File: config.mk
export PLATFORM = sky130hd
export DESIGN_NAME = alu_op_sequencer
export DESIGN_NICKNAME = d
export VERILOG_FILES = /design/src/rtl/alu_seq_pkg.sv /design/src/rtl/seq_phase_timer.sv /design/src/rtl/alu_op_sequencer.sv
export SDC_FILE = /design/constraint.sdc
export NUM_CORES = 1
export LEC_CHECK = 0
export CAP_MARGIN = 20
export CORE_MARGIN = 4
export CORE_UTILIZATION = 40
export CTS_CLUSTER_SIZE = 12
export DETAILED_ROUTE_END_ITERATION = 16
export GPL_TIMING_DRIVEN = 0
export PLACE_DENSITY = 0.8
export SLEW_MARGIN = 20
export SYNTH_ARGS = -nofsm -noshare
export SYNTH_HDL_FRONTEND = slang
export SYNTH_SLANG_ARGS = --single-unit
File: constraint.sdc
create_clock -name clk -period 1.9 [get_ports clk]
set_input_delay 0.38 -clock clk [delete_from_list [all_inputs] [get_ports clk]]
set_output_delay 0.38 -clock clk [all_outputs]
set_load 0.01 [all_outputs]
File: src/rtl/alu_seq_pkg.sv
// alu_seq_pkg: shared state encoding, opcode constants, field slices and instruction decode
package alu_seq_pkg;
  typedef enum logic [1:0] {IDLE, SETUP, STROBE, RETIRE} state_t;
  localparam logic [3:0] OPHI_REG = 4'h0;
  localparam logic [3:0] OP_CMP = 4'hB;
  localparam logic [1:0] MUX_IMM = 2'd0;
  localparam logic [1:0] MUX_REGA = 2'd1;
  localparam int OPHI_LSB = 12;
  localparam int RDEST_LSB = 8;
  localparam int OPEXT_LSB = 4;
  localparam int RSRC_LSB = 0;
  typedef struct packed {
    logic [3:0] sel_a;
    logic [3:0] sel_b;
    logic [3:0] sel_in;
    logic [15:0] imm;
    logic [1:0] mux;
    logic [7:0] op;
    logic we;
  } decode_t;
  function automatic decode_t decode(input logic [15:0] inst);
    decode_t d;
    logic [3:0] ophi, rdest, opext, rsrc;
    logic reg_form;
    ophi = inst[OPHI_LSB +: 4];
    rdest = inst[RDEST_LSB +: 4];
    opext = inst[OPEXT_LSB +: 4];
    rsrc = inst[RSRC_LSB +: 4];
    reg_form = ophi == OPHI_REG;
    d.sel_a = reg_form ? rsrc : 4'h0;
    d.sel_b = rdest;
    d.sel_in = rdest;
    d.imm = reg_form ? 16'h0000 : {{8{opext[3]}}, opext, rsrc};
    d.mux = reg_form ? MUX_REGA : MUX_IMM;
    d.op = reg_form ? {4'h0, opext} : {ophi, 4'h0};
    // compares update flags only, so the register file must not be written
    d.we = !(reg_form ? opext == OP_CMP : ophi == OP_CMP);
    return d;
  endfunction
endpackage

File: src/rtl/seq_phase_timer.sv
// seq_phase_timer: loadable down-counter that parks at zero and flags expiry
module seq_phase_timer #(
  parameter int CNT_W = 8
) (
  input  logic             clk,
  input  logic             rst_n,
  input  logic             load,
  input  logic [CNT_W-1:0] value,
  output logic             expired
);
  logic [CNT_W-1:0] count;
  assign expired = count == '0;
  always_ff @(posedge clk or negedge rst_n)
    if (!rst_n) count <= '0;
    else count <= load ? value : expired ? count : count - 1'b1;
endmodule

File: src/rtl/alu_op_sequencer.sv
// alu_op_sequencer: decodes one instruction per handshake and drives a stretched regfile write strobe.
// Optional ALU_SEQ_STEP_EN adds a step input that gates the SETUP -> STROBE transition.
module alu_op_sequencer #(
  parameter int STRETCH = 5,
  parameter int CNT_W = 8
) (
  input  logic        clk,
  input  logic        rst_n,
  input  logic        inst_valid,
  output logic        inst_ready,
  input  logic [15:0] instruction,
  output logic [3:0]  select_a,
  output logic [3:0]  select_b,
  output logic [3:0]  select_in,
  output logic [15:0] immediate,
  output logic [1:0]  mux_select,
  output logic [7:0]  op_code,
  output logic        write_enable,
  output logic        reg_clock,
  output logic        busy,
  output logic        done
`ifdef ALU_SEQ_STEP_EN
  ,
  input  logic        step
`endif
);
  import alu_seq_pkg::*;
  localparam logic [CNT_W-1:0] RELOAD = CNT_W'(STRETCH - 1);
  state_t state, state_nx;
  decode_t dec, dec_nx;
  logic clk_nx, busy_nx, done_nx, ready_nx;
  logic accept, expired, leave_setup, load;
  assign accept = inst_valid && inst_ready;
  assign load = accept || (state == SETUP && leave_setup);
`ifdef ALU_SEQ_STEP_EN
  logic step_r, step_hit, step_rise;
  assign step_rise = step && !step_r;
  assign leave_setup = expired && (step_hit || step_rise);
  // an edge seen early in SETUP is remembered until the counter expires
  always_ff @(posedge clk or negedge rst_n)
    if (!rst_n) begin
      step_r <= 1'b0;
      step_hit <= 1'b0;
    end else begin
      step_r <= step;
      step_hit <= state == SETUP && !leave_setup && (step_hit || step_rise);
    end
`else
  assign leave_setup = expired;
`endif
  seq_phase_timer #(.CNT_W(CNT_W)) u_timer (
    .clk(clk),
    .rst_n(rst_n),
    .load(load),
    .value(RELOAD),
    .expired(expired)
  );
  always_ff @(posedge clk or negedge rst_n)
    if (!rst_n) begin
      state <= IDLE;
      dec <= '0;
      reg_clock <= 1'b0;
      busy <= 1'b0;
      done <= 1'b0;
      inst_ready <= 1'b0;
    end else begin
      state <= state_nx;
      dec <= dec_nx;
      reg_clock <= clk_nx;
      busy <= busy_nx;
      done <= done_nx;
      inst_ready <= ready_nx;
    end
  always_comb begin
    state_nx = state == IDLE   ? (accept ? SETUP : IDLE) :
               state == SETUP  ? (leave_setup ? STROBE : SETUP) :
               state == STROBE ? (expired ? RETIRE : STROBE) : IDLE;
    ready_nx = state_nx == IDLE;
  end
  always_comb begin
    dec_nx = accept ? decode(instruction) : dec;
    clk_nx = (state == SETUP && leave_setup) ? 1'b1 : reg_clock;
    busy_nx = accept ? 1'b1 : state == RETIRE ? 1'b0 : busy;
    done_nx = 1'b0;
    if (state == STROBE && expired) begin
      clk_nx = 1'b0;
      dec_nx.we = 1'b0;
      done_nx = 1'b1;
    end
  end
  assign select_a = dec.sel_a;
  assign select_b = dec.sel_b;
  assign select_in = dec.sel_in;
  assign immediate = dec.imm;
  assign mux_select = dec.mux;
  assign op_code = dec.op;
  assign write_enable = dec.we;
endmodule

==> impl_results.md <==
* Initial Utilization at roughly two fifths
* Leakage at 1.15 nW
* Final hold violation count at 8
* DRT iter0 DRCs at 50
* Max Slew Vio Count at 0
* Vias in the first global route at 1520
* Period minus WS final at 1.83 ns
* Max_slew headroom at approximately half
* Final period util at between 90% and 100%
* Pin slew with the least headroom to its limit at around 0.76 ns
* Via density at between 5 and 6
* Cell variety after synth at 34
* Worst Hold Class: in -> async
* Post-synthesis sequential area ratio at a little under three fifths
* DR vias at ~1600
* CTS buffer count at 5
* Clock latency on the worst-skew pair at roughly 0.30 ns
* Share of post-route cells with drive strength above 1 at a little over an eighth
* Setup WS pre-CTS at -0.408 ns
* Detailed Routing Iterations Pass 1 at 5
* Class of the most critical setup path: reg -> reg
* Status: finished with violations
* Die area at between 5000 and 6000 µm²
* I/O pins at slightly above 60
* Layout area overhead at 46.8%
* Post-detail-place hpwl at about 3200 µm
* DR WL/cell at about 14 µm
* Synth top area share at a little under three fifths
* Pin count of the biggest net entering global routing at 26
* Worst Reg-to-Reg Cells at 5
* Htree depth at 2
* First-pass GRT wire length at approximately 7400 µm
* Power per Cell Area at approximately 1500 nW/µm²
* Failing checks: negative hold slack
* Clock root buffer: clkbuf_8
* GPL Wtd Cong at 0.861
* Clock-pin slew on the worst setup and hold paths at 0.08 ns
* Drt total wl at about 4400 µm
* RSZ-0062 raised after global routing: false
* Layout Skew at roughly 0.0055 ns
* Yosys top cell by area: dfrtp_1
* Number of diodes at 0
* # Post-CTS Setup Buffers at 0
* TritonCTS Sinks at 40
* Final hold slack at -0.00315 ns
* Cell Area, Synth at around 1800 µm²
* Clock buffer depth at 2
* Nets at around 280
* Max VDD drop at slightly below 900 µV
* Net Count, Synth at 210
* Synth warn at 0
* Setup violators final at 0
* Total of max-cap violations at 0
* Global route overflow at 0
* Number of port buffers at 60
* Most frequent cells in the layout: clkdlybuf4s50_1 (59), nand2_1 (55), dfrtp_1 (37)
* Max FO, Critical Path at 5
* Total GRT Usage at 17.5%
* FF-to-FF End: u_timer.count[6]
* Die height at ~75 µm
* Critical path origin: u_timer.count[1]
* Area contributors post-synth: dfrtp_1 (56%), nand2_1 (12%), o21ai_0 (6.4%)
* Antenna viol nets, final at 0
* DRC violations left at 0
* RR Startpoint: u_timer.count[1]
* PnR worst setup slack at between 0.07 and 0.08 ns
* Initial antenna violation count at 0
* Cells after Synth at ~190
* Rows at 24
* Crit path launch type: flip-flop
* CORE AREA at between 4000 and 5000 µm²
* Commonest non-fill, non-tap cell in the layout: clkdlybuf4s50_1
* CP required at about 2.1 ns
* Total power at 4.00 mW
* #FFs+latches synth at 40
* Die X at 74.9 µm
* Max Fclk at 547 MHz
* Crit path DAT at 2.06 ns
* Average cell area after synthesis at around 9.5 µm²
* CP Capture Type: flip-flop
* Final Util at 60.4%
* CTS tree: built
* Reg2reg setup slack at 0.07 ns
[where the power goes]
| group | switching (mW) | leakage, nW | internal, mW |
|---|---|---|---|
| clock network | 0.294 | 0.0645 | 0.463 |
| logic | 0.793 | 0.581 | 1.02 |
| registers | 0.268 | 0.501 | 1.16 |
| total | 1.36 | 1.15 | 2.64 |
[final cells by class]
cell class	count	area (µm²)
fillers	383	1720
flip-flops and latches	40	1000
multi-input cells	124	671
repair buffers	61	623
plain buffers	20	125
clock buffers	7	96.3
well taps	52	65.1
clock inverters	1	30.0
inverters	4	15.0
[timing repair]
action                                  in CTS  in global routing
hold buffers                                 0                  0
endpoints found under the setup margin       5                 16
pin swaps                                    0                  0
resized for setup                            2                  8
[flip-flops by register name, summed over array words and instances, names as in the netlist, 2 cells and up]
register	flops
immediate	8
op_code	8
select_a	4
select_in	4
state	2
u_timer.count	8
[worst max-delay path, cell delays in order, from the launching register on]
cell and delay (ns):
dfrtp_1 0.42, inv_1 0.11, ha_1 0.17, or3b_2 0.50
or4_4 0.43, a21oi_2 0.13
[per-layer routing]
metal | part of all wire, % | vias up | global-route usage, % | routed length (µm)
met3 | 8.6 | 8 | 5.47 | 380
met4 | 1.6 | 0 | 6.13 | 72
met1 | 42 | 746 | 22.9 | 1870
met2 | 47 | 72 | 27.5 | 2090
met5 | 0 | - | 0 | 0
li1 | - | 772 | - | -
[worst max-delay path by stage]
stage	slack (ns)	to
2_1_floorplan	0.13	u_timer.count[2]
3_3_place_gp	-0.46	immediate[2]
3_5_place_dp	-0.41	write_enable
4_1_cts	0.03	u_timer.count[2]
5_1_grt	0.001	u_timer.count[6]
6_report	0.07	u_timer.count[6]
[Yosys cell counts]
cell	n
nor4_2	1
o21bai_1	1
nor4_1	1
a21oi_1	9
nor3b_1	1
nor3_1	1
dfrtp_1	40
clkbuf_1	6
nor4b_1	1
conb_1	1
ha_1	2
buf_1	1
a32oi_1	1
nand2b_1	2
a221oi_1	1
o32a_1	1
a21o_1	1
or3b_2	2
buf_2	1
a21bo_2	1
nor2_1	2
a211o_1	1
inv_1	4
nand2_1	55
nand4_1	2
o21ai_0	23
nand3_1	1
buf_4	13
o311ai_1	1
o31a_1	1
o31ai_1	2
and2_0	1
or3_1	3
or4_1	5
[kinds of logic (layout without fill, tap and decap cells)]
family                   count (synthesis)  in the layout  synth area share [%]
flip-flops                              40             40                  55.9
AND/OR/NAND/NOR                         78             78                  20.3
other                                    1              1                 0.209
adder cells (fa/ha/maj)                  2              2                  1.40
AO/OA/AOI/OAI                           43             43                  14.2
buffers and inverters                   25             93                  8.03
[stage by stage]
| step | instance area (µm²) | TNS (ns) | std cells |
|---|---|---|---|
| finish | 2630 | 0 | 309 |
| global route | 2630 | 0 | 309 |
| CTS | 2620 | 0 | 309 |
| detailed placement | 2480 | -1.61 | 302 |
| global placement | 2460 | -19.84 | 301 |
| floorplan | 1790 | 0 | 189 |
Note: power is estimated with default switching activity, not from simulation.
